===== config.mk =====
export PLATFORM = sky130hd
export DESIGN_NAME = bundler_bits_stream
export DESIGN_NICKNAME = d
export VERILOG_FILES = /design/src/rtl/bundler_bits_stream.sv
export SDC_FILE = /design/constraint.sdc
export NUM_CORES = 1
export LEC_CHECK = 0
export CORE_ASPECT_RATIO = 2
export CORE_MARGIN = 3
export CORE_UTILIZATION = 28
export CTS_BUF_LIST = sky130_fd_sc_hd__clkbuf_4
export CTS_CLUSTER_SIZE = 30
export DETAILED_ROUTE_END_ITERATION = 6
export GPL_TIMING_DRIVEN = 1
export PLACE_DENSITY = 0.56
export SYNTH_ARGS = -nofsm -noshare
export SYNTH_HDL_FRONTEND = slang
export SYNTH_SLANG_ARGS = --single-unit

===== constraint.sdc =====
create_clock -name clk -period 2.04 [get_ports clk]
set_input_delay 0.204 -clock clk [delete_from_list [all_inputs] [get_ports clk]]
set_output_delay 0.204 -clock clk [all_outputs]
set_load 0.02 [all_outputs]

===== src/rtl/bundler_bits_stream.sv =====
// ---------------------------------------------------------------------------
// bundler_bits_stream
//
// Streaming majority-vote bundler for HDC encoding. A run of num_hvs
// hypervector slices arrives one PAR_BITS-wide slice per accepted beat. The
// block counts the ones in each bit lane and then emits the bundled slice
// (per-lane majority). Even-count ties take the tie_bits value that was
// latched at start. The run length is clamped to MAX_HVS.
//
// Ports:
//   clk        rising-edge clock
//   rst        synchronous reset, active-high
//   start      begin a run (sampled only in IDLE)
//   num_hvs    run length, latched on start
//   tie_bits   per-lane tie-break value, latched on start
//   in_valid   in_bits is valid
//   in_ready   high in ACCUM; a beat is taken when in_valid && in_ready
//   in_bits    one hypervector slice
//   out_valid  high in OUT; out_bits holds the bundled result
//   out_ready  consumer accepts the result
//   out_bits   bundled slice
//   busy       high in ACCUM or OUT
// ---------------------------------------------------------------------------
module bundler_bits_stream #(
    parameter int unsigned PAR_BITS = 2,
    parameter int unsigned MAX_HVS  = 16,
    parameter int unsigned CNT_W    = $clog2(MAX_HVS + 1)
) (
    input  logic                clk,
    input  logic                rst,
    input  logic                start,
    input  logic [CNT_W-1:0]    num_hvs,
    input  logic [PAR_BITS-1:0] tie_bits,
    input  logic                in_valid,
    output logic                in_ready,
    input  logic [PAR_BITS-1:0] in_bits,
    output logic                out_valid,
    input  logic                out_ready,
    output logic [PAR_BITS-1:0] out_bits,
    output logic                busy
);

    localparam logic [1:0] S_IDLE  = 2'd0;
    localparam logic [1:0] S_ACCUM = 2'd1;
    localparam logic [1:0] S_OUT   = 2'd2;

    logic [1:0]                      state;
    logic [CNT_W-1:0]                n_lat;
    logic [PAR_BITS-1:0]             tie_lat;
    logic [CNT_W-1:0]                beat_cnt;
    logic [PAR_BITS-1:0][CNT_W-1:0]  lane_cnt;

    logic                            accept;
    logic                            last_beat;
    logic [CNT_W-1:0]                n_clamped;
    logic [CNT_W:0]                  beat_next;
    logic [PAR_BITS-1:0][CNT_W-1:0]  lane_next;
    logic [PAR_BITS-1:0][CNT_W:0]    lane_twice;
    logic [PAR_BITS-1:0]             decision;

    assign in_ready  = (state == S_ACCUM);
    assign out_valid = (state == S_OUT);
    assign busy      = (state != S_IDLE);
    assign accept    = in_valid && in_ready;

    assign n_clamped = (num_hvs > CNT_W'(MAX_HVS)) ? CNT_W'(MAX_HVS) : num_hvs;

    // The decision is taken from the counts including the current beat so the
    // result can be registered on the same edge that accepts the last beat.
    // The doubled count is carried at CNT_W+1 bits to keep 2c from wrapping.
    always_comb begin
        beat_next  = {1'b0, beat_cnt} + {{CNT_W{1'b0}}, 1'b1};
        last_beat  = (beat_next == {1'b0, n_lat});
        lane_next  = lane_cnt;
        lane_twice = '0;
        decision   = '0;
        for (int unsigned i = 0; i < PAR_BITS; i++) begin
            lane_next[i]  = lane_cnt[i] + {{(CNT_W-1){1'b0}}, in_bits[i]};
            lane_twice[i] = {lane_next[i], 1'b0};
            if (lane_twice[i] > {1'b0, n_lat}) begin
                decision[i] = 1'b1;
            end else if (lane_twice[i] < {1'b0, n_lat}) begin
                decision[i] = 1'b0;
            end else begin
                decision[i] = tie_lat[i];
            end
        end
    end

    always_ff @(posedge clk) begin
        if (rst) begin
            state    <= S_IDLE;
            n_lat    <= '0;
            tie_lat  <= '0;
            beat_cnt <= '0;
            lane_cnt <= '0;
            out_bits <= '0;
        end else begin
            case (state)
                S_IDLE: begin
                    if (start) begin
                        n_lat    <= n_clamped;
                        tie_lat  <= tie_bits;
                        beat_cnt <= '0;
                        lane_cnt <= '0;
                        if (n_clamped == '0) begin
                            out_bits <= tie_bits;
                            state    <= S_OUT;
                        end else begin
                            state    <= S_ACCUM;
                        end
                    end
                end
                S_ACCUM: begin
                    if (accept) begin
                        beat_cnt <= beat_next[CNT_W-1:0];
                        lane_cnt <= lane_next;
                        if (last_beat) begin
                            out_bits <= decision;
                            state    <= S_OUT;
                        end
                    end
                end
                S_OUT: begin
                    if (out_ready) begin
                        state <= S_IDLE;
                    end
                end
                default: begin
                    state <= S_IDLE;
                end
            endcase
        end
    end

endmodule


-- Word level (Yosys, flattened, before mapping)
Cells that the tools add are included.
- register bits after elaboration: 26
- input bits: 14
- output and inout bits: 5
- word-level logic and storage cells: 54
- add/sub/neg operators: 3
- magnitude comparators: 5
- equal/unequal tests: 8
- muxes and demuxes: 22
- reduce and logical (&&, ||, !) cells: 9
- operators by type and width (operator ; number):
    $mux 10 ; 2
    $pmux 10 s2 ; 1
    $mux 2 ; 9
    $mux 5 ; 3
    $gt 6x5->1 ; 2
    $lt 6x5->1 ; 2
    $add 5x1->5 ; 2
    $pmux 5 s2 ; 1
    $add 5x1->6 const B ; 1
    $eq 6x5->1 ; 1
    $ne 2x1->1 const B ; 3
    $pmux 2 s3 ; 1
    $gt 5x5->1 const B ; 1
    $logic_not 5->1 ; 1
    $reduce_and 5->1 ; 1
    $mux 1 ; 4
    $ne 2x2->1 const B ; 2
    $pmux 2 s2 ; 1
    $reduce_and 4->1 ; 1
    $reduce_bool 2->1 ; 2
    $reduce_and 3->1 ; 1
    $eq 2x1->1 const B ; 1
    $eq 2x2->1 const B ; 1
    $logic_not 2->1 ; 1
    other kinds (2) ; 2

-- Depth between registers and ports, before layout
Gate-level depths: netlist of run 1.
- depth in word-level cells: 7
- mapped depth: 9
- mapped depth without buffers: 9

-- Least setup slack after synthesis of run 1
No wires, ideal clock.
- kind: register to register
- from: register lane_cnt[5] in the netlist's numbering
- to: register out_bits[1]
- setup time: 0.092 ns
- arrival time: 1.847 ns
- data required time: 1.948 ns
- path slack: 0.101 ns
- stages on the path, launching flop included: 10
- path buffers: 0
- period minus slack after synthesis: 1.939 ns
- cell sequence: dfxtp_1 > ha_1 > ha_1 > xor2_1 > ha_1 > and4b_1 > a21oi_1 > a21boi_0 > o22ai_1 > o32ai_1
- longest elaborated chain between the ends: 7
- elaborated cells on any way between the ends: 8
- those cells by class: add/sub: 1; order compare: 2; mux: 5
- ends and longest elaborated chain (what ; line ; source):
    start: declaration ; 51 ; logic [PAR_BITS-1:0][CNT_W-1:0] lane_cnt;
    start signal: assignment ; 117 ; lane_cnt <= lane_next;
    $add 5x1->5 * ; 78 ; lane_next[i] = lane_cnt[i] + {{(CNT_W-1){1'b0}}, in_bits[i]};
    $lt 6x5->1 ; 82 ; end else if (lane_twice[i] < {1'b0, n_lat}) begin
    $mux 1 ; 82 ;
    $mux 1 * ; 80 ; if (lane_twice[i] > {1'b0, n_lat}) begin
    $mux 2 * ; 118 ; if (last_beat) begin
    $mux 2 * ; 115 ; if (accept) begin
    $pmux 2 s2 * ; 99 ; case (state)
    end signal: assignment ; 107 ; out_bits <= tie_bits;
    end signal: assignment ; 119 ; out_bits <= decision;
    end: declaration ; 39 ; output logic [PAR_BITS-1:0] out_bits,
Every way passes the cells marked *; elsewhere a longest branch is shown, timed or not. The select of a mux whose other input is x is not followed.
A chain may end at the register's enable or synchronous reset.

-- Final worst setup path of run 1
Same ends and word-level chain as after synthesis.

==> results of run 1 <==
-- sequential cells by signal, summed over array words and instances, names as in the netlist --
register / cells
beat_cnt: 5
out_bits: 2
tie_lat: 2
lane_cnt: 10
state: 2
n_lat: 5
-- worst max path at each step --
stage / end / slack, ns
floorplan: out_bits[1] / 0.10
global placement: out_bits[1] / -0.30
detailed placement: out_bits[1] / -0.36
CTS: out_bits[1] / 0.004
global route: out_bits[1] / -0.009
finish: out_bits[1] / 0.09
-- critical path: cells and delay by family, from the launching register on --
kind                       cells  cell delay (ns)
xor gates and xnor gates       1             0.15
DFF                            1             0.36
adders and majority gates      3             0.62
and+or+nand+nor                1             0.17
AOI/OAI and AO/OA              4             0.57
-- cell type report --
cell class                      instances  area share (%)
Clock buffer                            3           1.126
Multi-Input combinational cell        155           54.51
Clock inverter                          1          0.1877
Sequential cell                        26           26.10
Inverter                                7           1.314
Timing Repair Buffer                   28           13.02
Tap cell                               60           3.755
-- stage by stage --
step	utilization, %	setup TNS (ns)	hold WS (ns)	setup WS, ns
2_1_floorplan	-	0	0.3042	0.1010
3_3_place_gp	34.53	-0.4927	0.4493	-0.3043
3_5_place_dp	34.53	-0.5491	0.4548	-0.3600
4_1_cts	35.18	0	0.4417	0.004102
5_1_grt	35.94	-0.008597	0.3460	-0.008597
6_report	35.94	0	0.3312	0.08727
-- kinds of logic after synthesis --
family / after synthesis / share of synthesized area, %
fa+ha+maj: 13 / 9.879
xor+xnor: 10 / 5.320
simple gates: 76 / 26.29
compound gates: 56 / 22.34
buf+inv: 14 / 4.560
flops: 26 / 31.61
-- layout by cell type, fill, tap and decap left out, types with 3 or more instances in the layout --
| master | instances |
|---|---|
| sky130_fd_sc_hd__o21ai_0 | 9 |
| sky130_fd_sc_hd__o21ai_1 | 3 |
| sky130_fd_sc_hd__or3_1 | 4 |
| sky130_fd_sc_hd__nand2_1 | 17 |
| sky130_fd_sc_hd__o21a_1 | 3 |
| sky130_fd_sc_hd__inv_1 | 7 |
| sky130_fd_sc_hd__clkbuf_4 | 3 |
| sky130_fd_sc_hd__nand3b_1 | 7 |
| sky130_fd_sc_hd__clkdlybuf4s50_1 | 16 |
| sky130_fd_sc_hd__a21oi_1 | 19 |
| sky130_fd_sc_hd__and2b_1 | 3 |
| sky130_fd_sc_hd__nor2b_1 | 3 |
| sky130_fd_sc_hd__dfxtp_1 | 25 |
| sky130_fd_sc_hd__buf_4 | 10 |
| sky130_fd_sc_hd__a22oi_1 | 6 |
| sky130_fd_sc_hd__nand3_1 | 5 |
| sky130_fd_sc_hd__nor2_1 | 17 |
| sky130_fd_sc_hd__and3_1 | 4 |
| sky130_fd_sc_hd__ha_1 | 11 |
| sky130_fd_sc_hd__xor2_1 | 7 |
-- cell usage after synthesis (2+ instances only) --
cell / number
sky130_fd_sc_hd__dfxtp_1: 26
sky130_fd_sc_hd__a21oi_1: 19
sky130_fd_sc_hd__nand2_1: 17
sky130_fd_sc_hd__nor2_1: 17
sky130_fd_sc_hd__ha_1: 13
sky130_fd_sc_hd__o21ai_0: 9
sky130_fd_sc_hd__inv_1: 7
sky130_fd_sc_hd__nand3b_1: 7
sky130_fd_sc_hd__xor2_1: 7
sky130_fd_sc_hd__a22oi_1: 6
sky130_fd_sc_hd__nand3_1: 6
sky130_fd_sc_hd__and3_1: 4
sky130_fd_sc_hd__or3_1: 4
sky130_fd_sc_hd__and2b_1: 3
sky130_fd_sc_hd__nor2b_1: 3
sky130_fd_sc_hd__o21a_1: 3
sky130_fd_sc_hd__o21ai_1: 3
sky130_fd_sc_hd__xnor2_1: 3
sky130_fd_sc_hd__and2_4: 2
sky130_fd_sc_hd__buf_2: 2
sky130_fd_sc_hd__clkbuf_1: 2
sky130_fd_sc_hd__nor3_1: 2
sky130_fd_sc_hd__nor3b_1: 2
sky130_fd_sc_hd__o21a_2: 2
sky130_fd_sc_hd__o22ai_1: 2
sky130_fd_sc_hd__o31ai_1: 2
sky130_fd_sc_hd__o32ai_1: 2
-- layer usage --
layer	track usage [%]	wire length, um	part of all wire (%)	vias up
li1	-	-	-	753
met2	23.70	2261	53	23
met5	0	0	0	-
met1	14.71	1727	41	704
met3	1.919	127	3.0	10
met4	6.509	130	3.1	0
-- power by group through the flow --
stage	Clock, uW	Sequential (uW)	Combinational, uW
after global placement	0	553	278
after floorplan	0	553	181
after detailed placement	0	553	278
final	234	543	280
after CTS	242	543	283
after global routing	259	545	312
-- timing repair --
item | in CTS | in global routing
pin swaps | 2 | 3
resized for setup | 5 | 6
hold buffers | 0 | 0
setup buffers | 0 | 1
setup endpoints to repair | 1 | 3
gates cloned | 0 | 0
==> impl_metrics.env, run 1 <==
export IMPL_worst_setup_hold_path_clk_slew_ns=0.14
export IMPL_drt_pre_antenna_iters=4
export IMPL_synth_edf_count=0
export IMPL_clock_sink_count=26
export IMPL_cts_inserted_buffers=3
export IMPL_synth_sequential_area_ratio_pct=31.61
export IMPL_fin_worst_skew_ns=0.01002
export IMPL_hold_violations=0
export IMPL_hold_crit_depth=4
export IMPL_htreeDepth=1
export IMPL_instances_no_fill=280
export IMPL_irDropWorstVdd_mv=0.2526
export IMPL_filler_cell_count=606
export IMPL_hold_class="input port to flip-flop"
export IMPL_synthFlopType="sky130_fd_sc_hd__dfxtp_1"
export IMPL_wl_mm=4.246
export IMPL_dp_hpwl_mm=3.179
export IMPL_postPlaceCellArea_um2=1921
export IMPL_clockRootBuffer="sky130_fd_sc_hd__clkbuf_4"
export IMPL_cp_startpoint="lane_cnt[5]"
export IMPL_timing_critical_path_to_type="flip-flop"
export IMPL_gr_total_overflow=0
export IMPL_grt_pass1_wl_mm=6.927
export IMPL_mappedNetlistArea_um2=1647
export IMPL_p_int_uw=727.8
export IMPL_cp_slowest_cell="sky130_fd_sc_hd__dfxtp_2"
export IMPL_regToRegEndpoint="out_bits[1]"
export IMPL_r2r_cells=9
export IMPL_timing_critical_path_fanout_max=2
export IMPL_initial_antenna_violation_count=0
export IMPL_finalInstanceArea_um2=1999
export IMPL_synth_top_area_share_pct=31.61
export IMPL_pwr_share_clk_pct=22.1
export IMPL_slew_violations=0
export IMPL_first_global_vias=1544
export IMPL_layout_drive_gt1_share_pct=14.55
export IMPL_antenna_cells=0
export IMPL_cp_cell_sequence="ha_4 -> ha_2 -> xor2_1 -> ha_1 -> and4b_1 -> a21oi_1 -> a21boi_2 -> o22ai_1 -> o32ai_1"
export IMPL_power_density_nw_per_um2=528.7
export IMPL_required_ns=2.29
export IMPL_grt_util_all_layers_pct=13.34
export IMPL_gp_congestion=0.7630
export IMPL_min_period_ns=1.953
export IMPL_io_buffers=18
export IMPL_initial_utilization_pct=29.60
export IMPL_total_leakage_power_uw=0.0008073
export IMPL_max_freq_mhz=512.1
export IMPL_fp_dieH_um=114.5
export IMPL_min_delay_worst_endpoint="lane_cnt[5]"
export IMPL_grt_start_max_net_pins=23
export IMPL_run_status="completed"
export IMPL_design_final_nets=248
export IMPL_num_vias=1490
export IMPL_die_width_um=60.23
export IMPL_drv_cap=0
export IMPL_synth_seq_cells=26
export IMPL_report_power_total_uw=1057
export IMPL_p_switching_uw=329.3
export IMPL_numPlacedInstances=275
export IMPL_yosys_area_top_type="sky130_fd_sc_hd__dfxtp_1"
export IMPL_layout_area_overhead_vs_synth_pct=21.43
export IMPL_boundaryPins=19
export IMPL_setup_reg_to_reg_worst_slack_ns=0.09
export IMPL_hold_path_startpoint="in_bits[1]"
export IMPL_worstPathArrival_ns=2.20
export IMPL_sequential_cell_area_um2=521.8
export IMPL_cp_start_kind="flip-flop"
export IMPL_multiInputGateArea_um2=1090
export IMPL_detailedRoute_firstIterationViolations=65
export IMPL_power_combinational_fraction_pct=26.5
export IMPL_pwr_share_seq_pct=51.3
export IMPL_cts_root_to_sink_buffers=2
export IMPL_yosysWarningCount=0
export IMPL_rows=38
export IMPL_fp_coreArea_um2=5563
export IMPL_wl_per_cell_um=15.16
export IMPL_via_cell_ratio=5.321
export IMPL_relSlewSlack_pct=56.98
export IMPL_syn_instance_count=195
export IMPL_syn_area_per_cell_um2=8.444
export IMPL_die_area_um2=6893
export IMPL_worst_pin_slew_ns=0.6399
export IMPL_p_sw_share_pct=31.15
export IMPL_synthArstFlopShare_pct=0
export IMPL_ant_nets=0
export IMPL_timing_final_crit_share_pct=95.72
export IMPL_drc=0
export IMPL_finalSetupViolations=0
export IMPL_crit_path_largest_cell_delay_ns=0.36
export IMPL_ranking_of_synthesized_cells_by_area="sky130_fd_sc_hd__dfxtp_1, sky130_fd_sc_hd__ha_1, sky130_fd_sc_hd__a21oi_1, sky130_fd_sc_hd__nand2_1, sky130_fd_sc_hd__nor2_1"
export IMPL_synth_distinct_cells=47
export IMPL_worst_skew_pair_late_latency_ns=0.33
export IMPL_worst_r2r_startpoint="lane_cnt[5]"
export IMPL_cts_tree="done"
export IMPL_worstSetupPathType="flip-flop to flip-flop"
export IMPL_postSynthNetCount=222
(Power assumes the default switching activity.)
==> run 2: changes to the inputs <==
--- a/config.mk
+++ b/config.mk
@@ -6,13 +6,14 @@
 export NUM_CORES = 1
 export LEC_CHECK = 0
 export CORE_ASPECT_RATIO = 2
-export CORE_MARGIN = 3
+export CORE_MARGIN = 2
 export CORE_UTILIZATION = 28
 export CTS_BUF_LIST = sky130_fd_sc_hd__clkbuf_4
 export CTS_CLUSTER_SIZE = 30
 export DETAILED_ROUTE_END_ITERATION = 6
 export GPL_TIMING_DRIVEN = 1
 export PLACE_DENSITY = 0.56
+export SETUP_SLACK_MARGIN = 0.1
 export SYNTH_ARGS = -nofsm -noshare
 export SYNTH_HDL_FRONTEND = slang
 export SYNTH_SLANG_ARGS = --single-unit
==> run 2 against run 1 <==
Net effect:
- cell count grew 1.8%
- clock-buffer cell count stayed put
- routed wire length rose by 2.9%
- clock power grew 60%
- flip-flop and latch count stayed put
- clock skew increased by 0.014 ns
- non-clock buffer count rose by 4
- critical path type unchanged
- critical endpoint unchanged
- largest cell class unchanged
- largest power group unchanged
- highest routed layer unchanged
==> impl_metrics.env, run 2 (synthesized netlist as in run 1, its figures left out) <==
export IMPL_critical_path_cell_count=9
export IMPL_sequential_cell_area_um2=525.5
export IMPL_timing_final_crit_share_pct=94.38
export IMPL_grt_start_max_net_pins=18
export IMPL_number_of_flip_flops_in_the_largest_register=10
export IMPL_design_final_nets=252
export IMPL_worst_r2r_startpoint="lane_cnt[5]"
export IMPL_cp_start_kind="flip-flop"
export IMPL_hold_class="input port to flip-flop"
export IMPL_dp_hpwl_mm=3.426
export IMPL_drt_pre_antenna_iters=4
export IMPL_post_cts_hold_buffer_count=0
export IMPL_cp_cell_sequence="ha_4 -> ha_4 -> xor2_1 -> ha_1 -> and4b_1 -> a21oi_1 -> a21boi_2 -> o22ai_1 -> o32ai_1"
export IMPL_irDropWorstVdd_mv=0.3539
export IMPL_hold_crit_depth=3
export IMPL_multiInputGateArea_um2=1132
export IMPL_worst_skew_pair_late_latency_ns=0.35
export IMPL_initial_antenna_violation_count=0
export IMPL_report_power_total_uw=1210
export IMPL_gr_total_overflow=0
export IMPL_antenna_cells=0
export IMPL_cts_root_to_sink_buffers=2
export IMPL_clock_sink_count=26
export IMPL_min_period_ns=1.925
export IMPL_layout_area_overhead_vs_synth_pct=27.36
export IMPL_die_width_um=58.23
export IMPL_worstSetupPathType="flip-flop to flip-flop"
export IMPL_detailedRoute_firstIterationViolations=50
export IMPL_boundaryPins=19
export IMPL_critPathBufInv=0
export IMPL_hold_violations=0
export IMPL_htreeDepth=1
export IMPL_crit_path_largest_cell_delay_ns=0.37
export IMPL_ant_nets=0
export IMPL_slew_violations=0
export IMPL_grt_util_all_layers_pct=14.32
export IMPL_cp_slowest_cell="sky130_fd_sc_hd__dfxtp_2"
export IMPL_gp_congestion=0.7999
export IMPL_r2r_cells=9
export IMPL_wl_per_cell_um=15.34
export IMPL_rows=39
export IMPL_max_freq_mhz=519.4
export IMPL_required_ns=2.32
export IMPL_io_buffers=18
export IMPL_cts_inserted_buffers=3
export IMPL_fp_coreArea_um2=5709
export IMPL_cp_top_family="adder cells"
export IMPL_layout_drive_gt1_share_pct=19.64
export IMPL_grt_setup_unrepaired="true"
export IMPL_cp_startpoint="lane_cnt[5]"
export IMPL_cts_tree="done"
export IMPL_commonest_cells_after_routing_fill_and_taps_aside="sky130_fd_sc_hd__dfxtp_1, sky130_fd_sc_hd__a21oi_1, sky130_fd_sc_hd__nand2_1, sky130_fd_sc_hd__nor2_1, sky130_fd_sc_hd__clkdlybuf4s50_1"
export IMPL_power_density_nw_per_um2=576.8
export IMPL_worst_setup_hold_path_clk_slew_ns=0.17
export IMPL_finalSetupViolations=0
export IMPL_num_vias=1506
export IMPL_timing_critical_path_to_type="flip-flop"
export IMPL_pre_cts_slack_ns=-0.3315
export IMPL_fin_worst_skew_ns=0.02412
export IMPL_wl_mm=4.371
export IMPL_total_leakage_power_uw=0.0008170
export IMPL_worst_pin_slew_ns=0.6728
export IMPL_critPathMostFrequentCell="sky130_fd_sc_hd__ha_4"
export IMPL_via_cell_ratio=5.284
export IMPL_final_common_cell="sky130_fd_sc_hd__dfxtp_1"
export IMPL_filler_cell_count=594
export IMPL_drc=0
export IMPL_worstPathArrival_ns=2.21
export IMPL_initial_utilization_pct=28.84
export IMPL_top_register="lane_cnt"
export IMPL_hold_path_startpoint="tie_bits[0]"
export IMPL_timing_critical_path_fanout_max=2
export IMPL_drv_cap=0
export IMPL_first_global_vias=1527
export IMPL_biggestRegsByFlops="lane_cnt x10, beat_cnt x5, n_lat x5"
export IMPL_timing_hold_ws_ns=0.4429
export IMPL_fp_dieH_um=112.5
export IMPL_die_area_um2=6547
export IMPL_setup_reg_to_reg_worst_slack_ns=0.11
export IMPL_relSlewSlack_pct=54.77
export IMPL_clockRootBuffer="sky130_fd_sc_hd__clkbuf_4"
export IMPL_run_status="completed"
export IMPL_layout_setup_ws_ns=0.1146
export IMPL_grt_pass1_wl_mm=7.100
-- run 2: cell count changes in the layout (fill, tap and decap cells not counted), sizes merged --
| cell | previous run | this run |
|---|---|---|
| buf | 10 | 14 |
| clkinv | 1 | 0 |
| dlygate4sd2 | 0 | 1 |
| bufinv | 0 | 1 |
| clkdlybuf4s50 | 16 | 17 |
| dlymetal6s2s | 2 | 0 |
-- run 2: worst register-to-register path, cell delays in order, from the launching register on --
cell and delay (ns):
sky130_fd_sc_hd__dfxtp_2 0.37, sky130_fd_sc_hd__ha_4 0.17, sky130_fd_sc_hd__ha_4 0.16, sky130_fd_sc_hd__xor2_1 0.14, sky130_fd_sc_hd__ha_1 0.28, sky130_fd_sc_hd__and4b_1 0.18
sky130_fd_sc_hd__a21oi_1 0.13, sky130_fd_sc_hd__a21boi_2 0.16, sky130_fd_sc_hd__o22ai_1 0.08, sky130_fd_sc_hd__o32ai_1 0.20
-- run 2: cell type report --
class | count | area share (%)
Multi-Input combinational cell | 155 | 54.00
Sequential cell | 26 | 25.06
Timing Repair Buffer | 32 | 13.54
Tap cell | 61 | 3.640
Clock inverter | 1 | 1.432
Inverter | 7 | 1.253
Clock buffer | 3 | 1.074
-- run 2: path summary, 6_finish.rpt --
path,to
max reg2reg,out_bits[1]
min,tie_lat[0]
min reg2reg,tie_lat[0]
max,out_bits[1]
-- run 2: power breakdown --
part / internal (uW) / switching [uW]
clock network: 199 / 176
logic: 136 / 154
registers: 526 / 18.1
-- run 2: layer usage --
metal	track usage, %	wire length [um]	share of wire, %	vias up
met2	25.61	2313	53	28
met5	0	0	0	-
met4	8.682	188	4.3	0
met1	15.58	1765	40	713
li1	-	-	-	756
met3	1.267	104	2.4	9
-- run 2: timing repair --
item                                    4_1_cts  5_1_grt
gates resized for setup                      12        9
buffers inserted                              0        2
cloned                                        0        0
pin swaps                                     0        5
hold endpoints to repair                      0        0
endpoints found under the setup margin        2        2
-- run 2: stage by stage --
stage / area [um^2] / setup TNS, ns / util, % / std cells
global placement: 1944 / -0.4746 / 34.06 / 279
global route: 2097 / 0 / 36.73 / 285
floorplan: 1647 / 0 / - / 195
detailed placement: 1944 / -0.5328 / 34.06 / 279
CTS: 2041 / 0 / 35.74 / 283
finish: 2097 / 0 / 36.73 / 285
